==> src/rtl/dma_ch_scheduler_if.sv <==
// Channel-engine side of the DMA port scheduler: requests, quanta, aborts, beat strobe and grant outputs.
interface dma_ch_scheduler_if #(
  parameter int NUM_CH        = 2,
  parameter int QUANTUM_WIDTH = 4,
  parameter int ID_WIDTH      = $clog2(NUM_CH)
);
  logic                                  aenable;
  logic [NUM_CH-1:0]                     i_req;
  logic [NUM_CH-1:0][QUANTUM_WIDTH-1:0]  i_quantum;
  logic [NUM_CH-1:0]                     i_abort;
  logic                                  i_beat_done;
  logic [NUM_CH-1:0]                     o_grant;
  logic                                  o_grant_valid;
  logic [ID_WIDTH-1:0]                   o_grant_id;
  logic [QUANTUM_WIDTH-1:0]              o_beats_left;
  logic                                  o_abort_done;

  modport master (
    output aenable, i_req, i_quantum, i_abort, i_beat_done,
    input  o_grant, o_grant_valid, o_grant_id, o_beats_left, o_abort_done
  );

  modport slave (
    input  aenable, i_req, i_quantum, i_abort, i_beat_done,
    output o_grant, o_grant_valid, o_grant_id, o_beats_left, o_abort_done
  );
endinterface

==> src/rtl/dma_ch_scheduler.sv <==
// Time-slice owner of the shared AXI-lite port: registered one-hot grant, 1-cycle request/handover latency.
// DMA_SCHED_RR_EN selects round-robin arbitration; otherwise the highest eligible index wins.
module dma_ch_scheduler #(
  parameter int NUM_CH        = 2,
  parameter int QUANTUM_WIDTH = 4,
  parameter int ID_WIDTH      = $clog2(NUM_CH)
) (
  input  logic              aclk,
  input  logic              areset,
  dma_ch_scheduler_if.slave bus
);

  typedef enum logic [1:0] {IDLE, GRANT, ABORTING} state_e;

  state_e                   state_q, state_d;
  logic [NUM_CH-1:0]        grant_q, grant_d;
  logic [ID_WIDTH-1:0]      owner_q, owner_d;
  logic [QUANTUM_WIDTH-1:0] cnt_q, cnt_d;
  logic                     abort_done_q, abort_done_d;

  logic [NUM_CH-1:0]        elig;
  logic                     any_abort;
  logic                     any_elig;
  logic                     release_c;
  logic [ID_WIDTH-1:0]      win_id;

  always_comb begin
    elig = '0;
    for (int i = 0; i < NUM_CH; i++) begin
      elig[i] = bus.i_req[i] && (bus.i_quantum[i] != '0) && !bus.i_abort[i];
    end
  end

  assign any_abort = |bus.i_abort;
  assign any_elig  = |elig;

`ifdef DMA_SCHED_RR_EN
  logic [ID_WIDTH-1:0] ptr_q, ptr_d, start_id;
  int                  best_dist;
  int                  dist;

  function automatic logic [ID_WIDTH-1:0] next_id(input logic [ID_WIDTH-1:0] id);
    return (int'(id) == NUM_CH - 1) ? '0 : id + 1'b1;
  endfunction

  // On a release the search must already start past the outgoing owner, so the
  // owner is only chosen again when nobody else is eligible.
  always_comb begin
    win_id    = '0;
    best_dist = NUM_CH;
    dist      = 0;
    start_id  = (state_q == GRANT) ? next_id(owner_q) : ptr_q;
    for (int i = 0; i < NUM_CH; i++) begin
      dist = (i + NUM_CH - int'(start_id)) % NUM_CH;
      if (elig[i] && (dist < best_dist)) begin
        best_dist = dist;
        win_id    = ID_WIDTH'(i);
      end
    end
  end

  always_comb begin
    ptr_d = ptr_q;
    if (release_c) ptr_d = next_id(owner_q);
  end

  always_ff @(posedge aclk) begin
    if (areset) ptr_q <= '0;
    else        ptr_q <= ptr_d;
  end
`else
  always_comb begin
    win_id = '0;
    for (int i = 0; i < NUM_CH; i++) begin
      if (elig[i]) win_id = ID_WIDTH'(i);
    end
  end
`endif

  always_comb begin
    state_d      = state_q;
    grant_d      = grant_q;
    owner_d      = owner_q;
    cnt_d        = cnt_q;
    abort_done_d = 1'b0;
    release_c    = 1'b0;
    case (state_q)
      IDLE: begin
        if (any_abort) begin
          state_d = ABORTING;
        end else if (bus.aenable && any_elig) begin
          state_d = GRANT;
          grant_d = NUM_CH'(1) << win_id;
          owner_d = win_id;
          cnt_d   = bus.i_quantum[win_id];
        end
      end
      GRANT: begin
        if (any_abort) begin
          state_d = ABORTING;
          grant_d = '0;
          cnt_d   = '0;
        end else begin
          release_c = (bus.i_beat_done && (cnt_q == QUANTUM_WIDTH'(1))) || !bus.i_req[owner_q];
          if (release_c) begin
            if (bus.aenable && any_elig) begin
              grant_d = NUM_CH'(1) << win_id;
              owner_d = win_id;
              cnt_d   = bus.i_quantum[win_id];
            end else begin
              state_d = IDLE;
              grant_d = '0;
              cnt_d   = '0;
            end
          end else if (bus.i_beat_done) begin
            cnt_d = cnt_q - 1'b1;
          end
        end
      end
      ABORTING: begin
        if (!any_abort) begin
          state_d      = IDLE;
          abort_done_d = 1'b1;
        end
      end
      default: state_d = IDLE;
    endcase
  end

  always_ff @(posedge aclk) begin
    if (areset) begin
      state_q      <= IDLE;
      grant_q      <= '0;
      owner_q      <= '0;
      cnt_q        <= '0;
      abort_done_q <= 1'b0;
    end else begin
      state_q      <= state_d;
      grant_q      <= grant_d;
      owner_q      <= owner_d;
      cnt_q        <= cnt_d;
      abort_done_q <= abort_done_d;
    end
  end

  assign bus.o_grant       = grant_q;
  assign bus.o_grant_valid = |grant_q;
  assign bus.o_grant_id    = owner_q;
  assign bus.o_beats_left  = cnt_q;
  assign bus.o_abort_done  = abort_done_q;

endmodule
==> src/flat_wrapper.sv <==
// flat-port wrapper written by rule: the top's interface ports become plain ports
module dma_ch_scheduler_flat 
#(
  parameter int NUM_CH        = 2,
  parameter int QUANTUM_WIDTH = 4,
  parameter int ID_WIDTH      = $clog2(NUM_CH)
)
  (aclk, areset, bus_aenable, bus_i_req, bus_i_quantum, bus_i_abort, bus_i_beat_done, bus_o_grant, bus_o_grant_valid, bus_o_grant_id, bus_o_beats_left, bus_o_abort_done);
  dma_ch_scheduler_if #(.NUM_CH(NUM_CH), .QUANTUM_WIDTH(QUANTUM_WIDTH), .ID_WIDTH(ID_WIDTH)) bus_i ();
  input  logic aclk;
  input  logic areset;
  input wire logic [$bits(bus_i.aenable)-1:0] bus_aenable;
  input wire logic [$bits(bus_i.i_req)-1:0] bus_i_req;
  input wire logic [$bits(bus_i.i_quantum)-1:0] bus_i_quantum;
  input wire logic [$bits(bus_i.i_abort)-1:0] bus_i_abort;
  input wire logic [$bits(bus_i.i_beat_done)-1:0] bus_i_beat_done;
  output wire logic [$bits(bus_i.o_grant)-1:0] bus_o_grant;
  output wire logic [$bits(bus_i.o_grant_valid)-1:0] bus_o_grant_valid;
  output wire logic [$bits(bus_i.o_grant_id)-1:0] bus_o_grant_id;
  output wire logic [$bits(bus_i.o_beats_left)-1:0] bus_o_beats_left;
  output wire logic [$bits(bus_i.o_abort_done)-1:0] bus_o_abort_done;
  assign bus_i.aenable = bus_aenable;
  assign bus_i.i_req = bus_i_req;
  assign bus_i.i_quantum = bus_i_quantum;
  assign bus_i.i_abort = bus_i_abort;
  assign bus_i.i_beat_done = bus_i_beat_done;
  assign bus_o_grant = bus_i.o_grant;
  assign bus_o_grant_valid = bus_i.o_grant_valid;
  assign bus_o_grant_id = bus_i.o_grant_id;
  assign bus_o_beats_left = bus_i.o_beats_left;
  assign bus_o_abort_done = bus_i.o_abort_done;
  dma_ch_scheduler #(.NUM_CH(NUM_CH), .QUANTUM_WIDTH(QUANTUM_WIDTH), .ID_WIDTH(ID_WIDTH)) u_core (.aclk(aclk), .areset(areset), .bus(bus_i));
endmodule
==> config.mk <==
export PLATFORM = sky130hd
export DESIGN_NAME = dma_ch_scheduler_flat
export DESIGN_NICKNAME = d
export VERILOG_FILES = /design/src/rtl/dma_ch_scheduler_if.sv /design/src/rtl/dma_ch_scheduler.sv /design/src/flat_wrapper.sv
export SDC_FILE = /design/constraint.sdc
export NUM_CORES = 1
export LEC_CHECK = 0
export ABC_AREA = 1
export CAP_MARGIN = 5
export CORE_UTILIZATION = 48
export DETAILED_ROUTE_END_ITERATION = 16
export PLACE_DENSITY_LB_ADDON = 0.3
export SETUP_SLACK_MARGIN = 0.05
export SLEW_MARGIN = 0
export SYNTH_ARGS = -nofsm -noshare
export SYNTH_HDL_FRONTEND = slang
export SYNTH_SLANG_ARGS = --single-unit
==> constraint.sdc <==
create_clock -name aclk -period 2.2 [get_ports aclk]
set_clock_uncertainty 0.15 [all_clocks]
set_input_delay 0.44 -clock aclk [delete_from_list [all_inputs] [get_ports aclk]]
set_output_delay 0.44 -clock aclk [all_outputs]
set_load 0.005 [all_outputs]
Word-level counts from Yosys, hierarchy flattened
Cells that the tools add are included.
{"block": "totals", "mem_bits_ro": 0, "output_inout_bits": 9, "reg_bits": 10, "wordCells": 75, "memories": 0, "inputBits": 16, "latch_bits": 0, "mem_bits_rw": 0}
{"block": "classes", "bitwise_logic": 1, "div_mod_pow": 0, "n_shift": 1, "n_reduce_logical": 22, "n_lt_le_gt_ge": 2, "mul": 0, "eq_ne": 12, "mux": 31, "addsub": 1}
{"op": "4-bit 2-to-1 mux", "n": 8}
{"op": "2-bit 2-to-1 mux", "n": 11}
{"op": "4-bit AND reduction", "n": 4}
{"op": "1-bit 2-to-1 mux", "n": 8}
{"op": "4-bit case mux with 2 select lines", "n": 1}
{"op": "4-bit nonzero test", "n": 2}
{"op": "2-bit OR reduction", "n": 4}
{"op": "1-bit logical AND", "n": 6}
{"op": "2-bit inequality test, second input constant", "n": 3}
{"op": "3-bit by 1-bit inequality test with 1-bit output, second input constant", "n": 2}
{"op": "2-bit case mux with 3 select lines", "n": 1}
{"op": "4-bit by 1-bit == test with 1-bit output, second input constant", "n": 1}
{"op": "1-bit by 2-bit less-than comparator with 1-bit output, second input constant", "n": 2}
{"op": "2-bit by 1-bit inequality test with 1-bit output, second input constant", "n": 2}
{"op": "4-bit by 2-bit inequality test with 1-bit output, second input constant", "n": 1}
{"op": "2-bit case mux with 2 select lines", "n": 1}
{"op": "4-bit by 1-bit subtractor with 4-bit output, second input constant", "n": 1}
{"op": "1-bit zero test", "n": 3}
{"op": "3-bit by 2-bit inequality test with 1-bit output, second input constant", "n": 1}
{"op": "2-bit by 1-bit == test with 1-bit output, second input constant", "n": 1}
{"op": "2-bit == test, second input constant", "n": 1}
{"op": "2-bit zero test", "n": 1}
{"op": "1-bit case mux with 2 select lines", "n": 1}
{"op": "2-bit nonzero test", "n": 1}
{"op": "other kinds (3)", "n": 3}

Logic depth before layout (Yosys ltp)
Gate-level depths: netlist of run 1.
{"block": "depth", "depth_word": 10, "depth_mapped": 10, "depth_no_buf": 10}

Worst setup path after synthesis of run 1
No wires, ideal clock.
{"block": "synth_path", "path_type": "flip-flop to flip-flop", "startpoint": "register u_core.cnt_q[1], in the netlist u_core.bus.o_beats_left[1]", "endpoint": "register u_core.cnt_q[1], in the netlist u_core.bus.o_beats_left[1]", "setup_ps": 116, "path_stages_with_launch": 11, "period_less_slack_ps": 1490, "arrival_time_ps": 1224, "slack_ps": 710, "n_path_buf": 0, "required_time_ps": 1934, "path_cell_list": "dfxtp_1 > inv_1 > ha_1 > nand3_1 > nand2_1 > nor2_1 > nand2_1 > nand2_1 > inv_1 > a21oi_1 > nor2_1"}
{"block": "synth_via", "elab_chain_len": 6, "elab_cells_between_ends": 10, "cone_classes": "add/sub: 1; eq/ne: 2; mux: 4; reduce/logical: 3"}
{"element": "start, declared", "line_no": "dma_ch_scheduler.sv:18", "source": "logic [QUANTUM_WIDTH-1:0] cnt_q, cnt_d;"}
{"element": "start signal, assigned", "line_no": "dma_ch_scheduler.sv:141", "source": "cnt_q <= cnt_d;"}
{"element": "branches (longest 6 deep; another with 4-bit by 1-bit subtractor with 4-bit output)"}
Several ways; the timed one is not identified. The select of a mux whose other input is x is not followed.
A chain may end at the register's enable or synchronous reset.

Worst setup path in the final report of run 1
{"block": "layout_path", "startpoint": "register u_core.grant_q[1], in the netlist u_core.bus.o_grant[1]", "endpoint": "output bus_o_grant_valid"}
{"block": "layout_via", "elab_chain_len": 1}
{"element": "start, declared", "line_no": "dma_ch_scheduler.sv:16", "source": "logic [NUM_CH-1:0] grant_q, grant_d;"}
{"element": "start signal, assigned", "line_no": "dma_ch_scheduler.sv:139", "source": "grant_q <= grant_d;"}
{"element": "2-bit OR reduction", "line_no": "dma_ch_scheduler.sv:147", "source": "assign bus.o_grant_valid = |grant_q;"}
{"element": "end, declared", "line_no": "flat_wrapper.sv:18", "source": "output wire logic [$bits(bus_i.o_grant_valid)-1:0] bus_o_grant_valid;"}
No other way between the ends.

==> summary.txt, run 1 <==
Synthesis
  – Mean Syn Cell Area: 6.32 sq um
  – Post-Syn Instances: 119
  – Cell variety after synth: 22
  – Synth warn: 0
  – #FFs+latches synth: 10
  – Fraction of the yosys area taken by sequential cells: 26.6%
  – Syn_nets: 137
  – Synth Cell Area: 752 sq um

Global routing
  – Layer with the highest usage: met2
  – First-pass GRT wire length: 3390 um
  – Met2 Usage GRT: 46.3%
  – Congestion Overflow GR: 0
  – Initial antenna violation count: 0
  – Total GRT Usage: 24.8%
  – Pin count of the biggest net entering global routing: 9
  – Global routing usage on met1: 28.0%
  – Vias in the first global route: 823
  – Met3 Use GR: 7.83%

Setup path
  – Max stage delay on crit path: 0.44 ns
  – Crit path DAT: 1.34 ns
  – Critical-path cell list: or2_2, clkdlybuf4s50_1
  – Crit path max fanout: 3
  – Req. time, crit path: 1.61 ns
  – Reg2Reg Depth: 9
  – Worst reg2reg setup slack: 0.48 ns
  – Setup crit end kind: primary output
  – Critical path launch point type: flip-flop
  – Worst Setup Path Type: flip-flop to primary output
  – Slowest CP cell: clkdlybuf4s50_1

STA
  – Max-slew violations: 0
  – Slew headroom: 74.9%
  – Fin crit period: 1.93 ns
  – Final Cycle Share: 87.8%
  – Final hold vios: 0
  – Worst Tran Pin Value: 0.375 ns
  – Final setup vio count: 0
  – Setup_tns: 0 ns
  – F_max: 518 MHz
  – RSZ-0062 raised after global routing: false
  – Min Hold Slack: 0.362 ns

Power and ir drop
  – Clock share of power: 31.0%
  – PwrDens: 516 mW/mm^2
  – Leakage: 0.478 nW
  – Worst VDD drop: 0.527 mV
  – Switch Pwr: 166 uW
  – Seq pwr share: 38.3%
  – Net Sw Frac: 30.9%
  – Pwr Total: 538 uW
  – Internal power: 372 uW
  – Combinational group share of total power: 30.7%

Clocking
  – TritonCTS clock tree: yes
  – Cts hold-fix bufs: 0
  – CTS max path bufs: 2
  – Root buffer cell: clkbuf_4
  – CTS resizes: 0
  – Clk_lat worst skew: 0.27 ns
  – Sink Count: 10
  – Clock transition at path regs: 0.06 ns
  – Post-CTS Setup Inserts: 0
  – H-tree levels: 1
  – Cts bufs inserted: 3

Finish
  – Layout cells sized above 1: 11.6%
  – Nets: 165
  – ANT cells: 0
  – Fillcell total: 114
  – Reg area: 200 sq um
  – Commonest non-fill, non-tap cell in the layout: nand2_1
  – Footprint of the multi-input gates: 498 sq um
  – Commonest non-fill, non-tap cells in the layout: nand2_1, clkdlybuf4s50_1, nor2_1
  – Area Growth Syn to Fin: 38.6%

Die
  – Die Wd: 41.6 um
  – Core area: 0.00138 sq mm
  – Ports: 25
  – Initial core utilization: 54.4%
  – Die area: 0.00173 sq mm
  – Vert. Die Dim: 41.6 um
  – Row count: 13

Detailed routing
  – Routed WL: 1980 um
  – Drt pass-1 iters: 6
  – Wirelength per Cell: 12.3 um
  – Antenna-violating nets left: 0
  – # DRC: 0
  – Via/cell ratio: 5.32
  – Via Count: 857
  – Initial DRC count: 29

Worst hold path
  – Hold crit path type: flip-flop to flip-flop
  – Hold Path Stages: 2

Outcome
  – Status: finished clean

Place
  – Input/output buffers: 24
  – Hpwl dp: 1620 um
  – Gpl congestion: 0.829

Run
  – Max_cap viols: 0
per-stage QoR:
step,cell area (sq um),setup slack (ns),util (%),std cells
after floorplan,752,0.710,-,119
after global placement,1010,0.113,72.8,157
after detailed placement,1010,0.00323,72.8,157
after CTS,1040,0.269,75.4,161
after global routing,1040,0.155,75.4,161
final,1040,0.268,75.4,161
cells in the mapped netlist:
library cell	number	share of area, %
inv_1	12	6.0
nand2_2	2	1.7
or2_2	1	0.83
nand2_1	36	18
nor2_1	18	9.0
a21oi_1	6	4.0
nand3_1	7	4.7
buf_2	1	0.66
a211oi_1	1	1.0
inv_2	1	0.50
o2111ai_1	1	1.2
nor4_1	1	0.83
nor3_1	1	0.66
o21ai_2	1	1.2
nand3_2	1	1.3
nand4_1	3	2.5
xor2_1	2	2.3
nand2_4	4	6.0
nor2_4	3	4.5
o21ai_0	5	3.3
ha_1	2	3.3
dfxtp_1	10	27
worst paths after layout:
check                                                from                                  to
hold reg to reg        u_core.bus.o_grant[1]$_SDFFE_PP0P_  u_core.bus.o_grant[1]$_SDFFE_PP0P_
hold / removal         u_core.bus.o_grant[1]$_SDFFE_PP0P_  u_core.bus.o_grant[1]$_SDFFE_PP0P_
setup / recovery       u_core.bus.o_grant[1]$_SDFFE_PP0P_                   bus_o_grant_valid
setup reg to reg  u_core.bus.o_beats_left[1]$_SDFFE_PP0P_  u_core.bus.o_grant[1]$_SDFFE_PP0P_
layer usage:
layer / vias up / part of all wire [%]
li1: 432 / -
met1: 392 / 41
met2: 31 / 52
met3: 2 / 5.3
met4: 0 / 0.86
met5: - / 0
registers in the layout, summed over array words and instances, names as in the netlist:
name                     cells
u_core.bus.o_grant_id        1
u_core.bus.o_abort_done      1
u_core.bus.o_grant           2
u_core.bus.o_beats_left      4
u_core.state_q               2
cell families (layout without fill, tap and decap cells):
logic type	count (synthesis)	in the layout	share of synthesized area [%]
simple gates	77	77	49.9
compound gates	14	14	10.6
buf+inv	14	41	7.15
flops	10	10	26.6
fa+ha+maj	2	2	3.33
xor+xnor	2	2	2.33
worst max-delay path: cells and delay by family (launching register included):
| family | cells | cell delay [ns] |
|---|---|---|
| buffers and inverters | 1 | 0.44 |
| DFF | 1 | 0.33 |
| and+or+nand+nor | 1 | 0.30 |
layout make-up:
type | instances | share of cell area (%)
repair buffers | 24 | 23.0
clock buffers | 4 | 3.48
well taps | 15 | 1.80
multi-input cells | 95 | 47.8
inverters | 13 | 4.68
flip-flops and latches | 10 | 19.2
power groups by stage:
stage                     Combinational, mW  Sequential (mW)  Clock [mW]
after floorplan                      0.0978            0.208           0
after global placement                0.158            0.209           0
after detailed placement              0.165            0.210           0
after CTS                             0.166            0.206       0.169
after global routing                  0.186            0.208       0.175
final                                 0.165            0.206       0.167
Note: power is estimated with default switching activity, not from simulation.
==> inputs of run 2 (changes only) <==
--- a/config.mk
+++ b/config.mk
@@ -6,10 +6,10 @@
 export NUM_CORES = 1
 export LEC_CHECK = 0
 export ABC_AREA = 1
-export CAP_MARGIN = 5
 export CORE_UTILIZATION = 48
 export DETAILED_ROUTE_END_ITERATION = 16
 export PLACE_DENSITY_LB_ADDON = 0.3
+export RECOVER_POWER = 100
 export SETUP_SLACK_MARGIN = 0.05
 export SLEW_MARGIN = 0
 export SYNTH_ARGS = -nofsm -noshare
==> run 2 against run 1 <==
Die area unchanged. First-iteration DRC count up 3.4%. Sequential power about the same. Total power down 0.42%. Utilization unchanged. Critical path type unchanged.
==> summary.txt, run 2 (same netlist as run 1, synthesis figures left out) <==
Outcome
  – Status: finished clean

Detailed routing
  – Wirelength per Cell: 12.3 um (+0.10%)
  – Initial DRC count: 30 (+3.4%)
  – # DRC: 0 (unchanged)
  – Drt pass-1 iters: 5 (-1)
  – Antenna-violating nets left: 0 (unchanged)
  – Via/cell ratio: 5.30 (-0.47%)
  – Via Count: 853 (-0.47%)
  – Routed WL: 1980 um (+0.10%)

Place
  – Input/output buffers: 24 (unchanged)
  – Gpl congestion: 0.829 (unchanged)
  – Hpwl dp: 1620 um (unchanged)
  – Placed Area: 0.00101 sq mm (unchanged)
  – Inst Count DP: 157 (unchanged)

Setup path
  – Critical path launch point type: flip-flop
  – Worst Setup Path Type: flip-flop to primary output
  – Crit path max fanout: 3 (unchanged)
  – Crit path DAT: 1.47 ns (+0.13 ns)
  – Critical-path cell list: or2_2, dlygate4sd3_1
  – Max stage delay on crit path: 0.57 ns (+0.13 ns)
  – CP top delay family: buffers and inverters
  – Slowest CP cell: dlygate4sd3_1
  – Req. time, crit path: 1.61 ns (about the same)
  – Setup crit end kind: primary output
  – Buf/Inv on CP: 1 (unchanged)

STA
  – Max-slew violations: 0 (unchanged)
  – Worst Tran Pin Value: 0.374 ns (-0.000328 ns)
  – Slew headroom: 75.0% (about the same)
  – Final Cycle Share: 93.6% (+5.8 points)
  – Final hold vios: 0 (unchanged)
  – RSZ-0062 raised after global routing: false
  – F_max: 486 MHz (-6.2%)
  – Final setup vio count: 0 (unchanged)
  – Fin crit period: 2.06 ns (+0.127 ns)
  – Setup_tns: 0 ns (unchanged)

Clocking
  – Post-CTS Setup Inserts: 0 (unchanged)
  – Clock transition at path regs: 0.06 ns (about the same)
  – CTS max path bufs: 2 (unchanged)
  – CTS resizes: 0 (unchanged)
  – H-tree levels: 1 (unchanged)
  – Root buffer cell: clkbuf_4
  – Cts bufs inserted: 3 (unchanged)
  – TritonCTS clock tree: yes
  – Cts hold-fix bufs: 0 (unchanged)
  – Sink Count: 10 (unchanged)
  – Clk_lat worst skew: 0.27 ns (about the same)

Finish
  – ANT cells: 0 (unchanged)
  – Max reg flops: 4 (unchanged)
  – Commonest non-fill, non-tap cells in the layout: nand2_1, nor2_1, clkdlybuf4s50_1
  – Nets: 165 (unchanged)
  – Layout cells sized above 1: 11.6% (unchanged)
  – Fin area: 0.00104 sq mm (unchanged)
  – Area Growth Syn to Fin: 38.6% (unchanged)
  – Commonest non-fill, non-tap cell in the layout: nand2_1
  – Fin util: 75.4% (unchanged)
  – Final cell count without fillers: 161 (unchanged)

Global routing
  – Vias in the first global route: 823 (unchanged)
  – Initial antenna violation count: 0 (unchanged)
  – Total GRT Usage: 24.8% (unchanged)
  – Congestion Overflow GR: 0 (unchanged)
  – Pin count of the biggest net entering global routing: 9 (unchanged)
  – First-pass GRT wire length: 3390 um (unchanged)

Die
  – Initial core utilization: 54.4% (unchanged)
  – Die area: 0.00173 sq mm (unchanged)
  – Core area: 0.00138 sq mm (unchanged)
  – Row count: 13 (unchanged)
  – Vert. Die Dim: 41.6 um (unchanged)
  – Die Wd: 41.6 um (unchanged)
  – Ports: 25 (unchanged)

Power and ir drop
  – PwrDens: 514 mW/mm^2 (-0.42%)
  – Worst VDD drop: 0.526 mV (-0.19%)
  – Leakage: 0.508 nW (+6.1%)

Run
  – Max_cap viols: 0 (unchanged)

Worst hold path
  – Hold crit path type: flip-flop to flip-flop
run 2: cell types whose count changed in the layout (fill, tap and decap cells not counted):
| cell | delta |
|---|---|
| clkdlybuf4s50_1 | -11 |
| dlygate4sd3_1 | +11 |
run 2: final cells by class:
class                      instances  area, sq um
sequential                        10          200
timing repair buffer              24          240
tap                               15         18.8
multi-input combinational         95          498
fill                             114          340
inverter                          13         48.8
clock buffer                       4         36.3
run 2: final timing paths:
| check | startpoint | endpoint | slack (ns) | depth (start not counted) |
|---|---|---|---|---|
| worst max-delay path | u_core.bus.o_grant[1]$_SDFFE_PP0P_ | bus_o_grant_valid | 0.14 | 2 |
| worst min-delay path | u_core.bus.o_grant[1]$_SDFFE_PP0P_ | u_core.bus.o_grant[1]$_SDFFE_PP0P_ | 0.36 | 2 |
| worst max register to register | u_core.bus.o_beats_left[1]$_SDFFE_PP0P_ | u_core.bus.o_grant[1]$_SDFFE_PP0P_ | 0.48 | 9 |
| worst min register to register | u_core.bus.o_grant[1]$_SDFFE_PP0P_ | u_core.bus.o_grant[1]$_SDFFE_PP0P_ | 0.36 | 2 |
run 2: per-stage QoR:
stage	worst slack (ns)	hold slack [ns]	power, mW
global route	0.0815	0.361	0.565
CTS	0.269	0.345	0.540
detailed placement	0.00323	0.335	0.375
finish	0.141	0.357	0.536
floorplan	0.710	0.316	0.305
global placement	0.113	0.311	0.367
run 2: tightest hold or removal path, cell delays in order (launching register included):
cell and delay [ns]:
dfxtp_1 0.33, nand2_1 0.07, a21oi_1 0.06
run 2: power breakdown:
| part | internal, mW | switching (mW) | total, mW |
|---|---|---|---|
| clock | 0.101 | 0.0680 | 0.169 |
| combinational | 0.0750 | 0.0865 | 0.161 |
| sequential | 0.192 | 0.0134 | 0.206 |
| total | 0.368 | 0.168 | 0.536 |
run 2: per-layer routing:
layer	GRT usage [%]	wire length, um	vias up
met5	0	0	-
met4	3.23	28	0
met3	7.83	99	4
met2	46.3	1020	29
met1	28.0	827	388
li1	-	-	432
==> inputs of run 3 (changes only) <==
--- a/config.mk
+++ b/config.mk
@@ -6,12 +6,13 @@
 export NUM_CORES = 1
 export LEC_CHECK = 0
 export ABC_AREA = 1
-export CORE_UTILIZATION = 48
+export CORE_UTILIZATION = 30
 export DETAILED_ROUTE_END_ITERATION = 16
-export PLACE_DENSITY_LB_ADDON = 0.3
+export PLACE_DENSITY = 0.55
 export RECOVER_POWER = 100
 export SETUP_SLACK_MARGIN = 0.05
 export SLEW_MARGIN = 0
 export SYNTH_ARGS = -nofsm -noshare
 export SYNTH_HDL_FRONTEND = slang
 export SYNTH_SLANG_ARGS = --single-unit
+export TNS_END_PERCENT = 20
==> run 3 against run 2 <==
Hold slack got worse by 0.034 ns. Non-clock buffer count rose by 1. Via count fell by 3.3%. Largest cell class unchanged. Clock-buffer cell count fell by 1. Critical path type unchanged. Cell area rose by 0.60%. Utilization fell by 30 points. Register-to-register slack improved by 0.04 ns. Critical endpoint unchanged. Clock power fell by 27%. First-iteration DRC count fell by 77%. Critical path depth did not move. Global-route usage fell by 9.0 points. Sequential power barely moved.
==> summary.txt, run 3 (same netlist as run 1, synthesis figures left out) <==
Outcome
  – Status: finished clean

Global routing
  – Total GRT Usage: 15.8% (-9.0 points)
  – Vias in the first global route: 788 (-4.3%)
  – Initial antenna violation count: 0 (unchanged)
  – Pin count of the biggest net entering global routing: 9 (unchanged)
  – Congestion Overflow GR: 0 (unchanged)
  – First-pass GRT wire length: 3150 um (-6.9%)

Finish
  – Commonest non-fill, non-tap cell in the layout: nand2_1
  – Layout cells sized above 1: 11.0% (-0.68 points)
  – Commonest non-fill, non-tap cells in the layout: nand2_1, nor2_1, clkdlybuf4s50_1
  – ANT cells: 0 (unchanged)
  – Reg area: 200 sq um (unchanged)
  – Fillcell total: 253 (+120%)
  – Fin area: 0.00105 sq mm (+0.60%)
  – Max reg flops: 4 (unchanged)
  – Footprint of the multi-input gates: 498 sq um (unchanged)
  – Final cell count without fillers: 174 (+8.1%)
  – Fin util: 45.6% (-30 points)
  – Nets: 166 (+0.61%)
  – Area Growth Syn to Fin: 39.4%

Detailed routing
  – Initial DRC count: 7 (-77%)
  – Via Count: 825 (-3.3%)
  – Drt pass-1 iters: 4 (-1)
  – Routed WL: 1880 um (-4.9%)
  – Via/cell ratio: 4.74 (-11%)
  – Antenna-violating nets left: 0 (unchanged)
  – Wirelength per Cell: 10.8 um (-12%)
  – # DRC: 0 (unchanged)

Power and ir drop
  – Leakage: 0.502 nW (-1.2%)
  – Worst VDD drop: 0.364 mV (-31%)
  – PwrDens: 465 mW/mm^2 (-9.6%)
  – Pwr Total: 488 uW (-9.0%)

Setup path
  – Setup crit end kind: primary output
  – Req. time, crit path: 1.61 ns (about the same)
  – CP top delay family: buffers and inverters
  – Critical path launch point type: flip-flop
  – WP depth: 2 (unchanged)
  – Crit path DAT: 1.43 ns (-0.04 ns)
  – Slowest CP cell: dlygate4sd3_1
  – Reg2Reg Depth: 9 (unchanged)
  – Max stage delay on crit path: 0.57 ns (about the same)
  – Worst Setup Path Type: flip-flop to primary output
  – Buf/Inv on CP: 1 (unchanged)
  – Critical-path cell list: or2_2, dlygate4sd3_1
  – Crit path max fanout: 3 (unchanged)

STA
  – RSZ-0062 raised after global routing: false
  – Final Cycle Share: 91.7% (-1.9 points)
  – Slew headroom: 76.7% (+1.7 points)
  – Worst Tran Pin Value: 0.349 ns (-0.0257 ns)
  – Final hold vios: 0 (unchanged)
  – Fin crit period: 2.02 ns (-0.0416 ns)
  – Min Hold Slack: 0.322 ns (-0.0343 ns)
  – Max-slew violations: 0 (unchanged)
  – Final setup vio count: 0 (unchanged)
  – Setup WS post-layout: 0.183 ns (+0.0416 ns)
  – Setup_tns: 0 ns (unchanged)
  – F_max: 496 MHz (+2.1%)

Die
  – Initial core utilization: 32.7% (-22 points)
  – Ports: 25 (unchanged)
  – Core area: 0.00230 sq mm (+66%)
  – Row count: 17 (+4)
  – Die area: 0.00271 sq mm (+57%)
  – Vert. Die Dim: 52.1 um (+25%)
  – Die Wd: 52.1 um (+25%)

Clocking
  – Clk_lat worst skew: 0.26 ns (about the same)
  – Sink Count: 10 (unchanged)
  – Root buffer cell: clkbuf_4
  – Cts hold-fix bufs: 0 (unchanged)
  – Post-CTS Setup Inserts: 0 (unchanged)
  – TritonCTS clock tree: yes
  – Cts bufs inserted: 3 (unchanged)
  – Clock transition at path regs: 0.06 ns (about the same)
  – H-tree levels: 1 (unchanged)
  – CTS resizes: 0 (unchanged)
  – CTS max path bufs: 2 (unchanged)

Place
  – Placed Area: 0.00103 sq mm (+2.4%)
  – Hpwl dp: 1580 um (-2.9%)
  – Inst Count DP: 171 (+8.9%)
  – Input/output buffers: 24 (unchanged)
  – Place WS: 0.0689 ns (+0.0657 ns)
  – Gpl congestion: 0.855 (+3.2%)

Worst hold path
  – Hold Path Stages: 2 (unchanged)
  – Hold crit path type: flip-flop to flip-flop

Run
  – Max_cap viols: 0 (unchanged)
==> run 3: cell count changes in the layout (fill, tap and decap cells not counted) <==
cell / delta
clkbuf_1: +1
clkbuf_8: -1
==> run 3: metal layers <==
metal / vias to the layer above / routed length, um / share of wire [%] / track usage [%]
li1: 441 / - / - / -
met1: 369 / 863 / 46 / 18.0
met2: 11 / 938 / 50 / 28.2
met3: 4 / 51 / 2.7 / 3.51
met4: 0 / 29 / 1.5 / 6.31
met5: - / 0 / 0 / 0
==> run 3: final timing paths <==
check / startpoint / endpoint / slack, ns
min reg2reg: u_core.bus.o_grant[1]$_SDFFE_PP0P_ / u_core.bus.o_grant[1]$_SDFFE_PP0P_ / 0.32
min: u_core.bus.o_grant[1]$_SDFFE_PP0P_ / u_core.bus.o_grant[1]$_SDFFE_PP0P_ / 0.32
max reg2reg: u_core.bus.o_beats_left[1]$_SDFFE_PP0P_ / u_core.bus.o_grant[1]$_SDFFE_PP0P_ / 0.52
max: u_core.bus.o_grant[1]$_SDFFE_PP0P_ / bus_o_grant_valid / 0.18
==> run 3: worst reg2reg max path, delay by kind of cell (launching register included) <==
kind,cells,cell delay (ns)
AOI/OAI and AO/OA,1,0.11
adders and majority gates,1,0.19
buffers and inverters,1,0.09
DFF,1,0.34
and+or+nand+nor,6,0.73
==> run 3: final cells by class <==
cell class | count | share of cell area, %
Multi-Input combinational cell | 95 | 47.5
Tap cell | 28 | 3.34
Timing Repair Buffer | 25 | 23.3
Inverter | 13 | 4.65
Clock buffer | 3 | 2.15
Sequential cell | 10 | 19.1
==> run 3: power breakdown <==
| group | switching, mW | leakage [nW] | internal (mW) |
|---|---|---|---|
| clock network | 0.0599 | 0.0138 | 0.0631 |
| registers | 0.0130 | 0.0817 | 0.192 |
| logic | 0.0841 | 0.406 | 0.0753 |
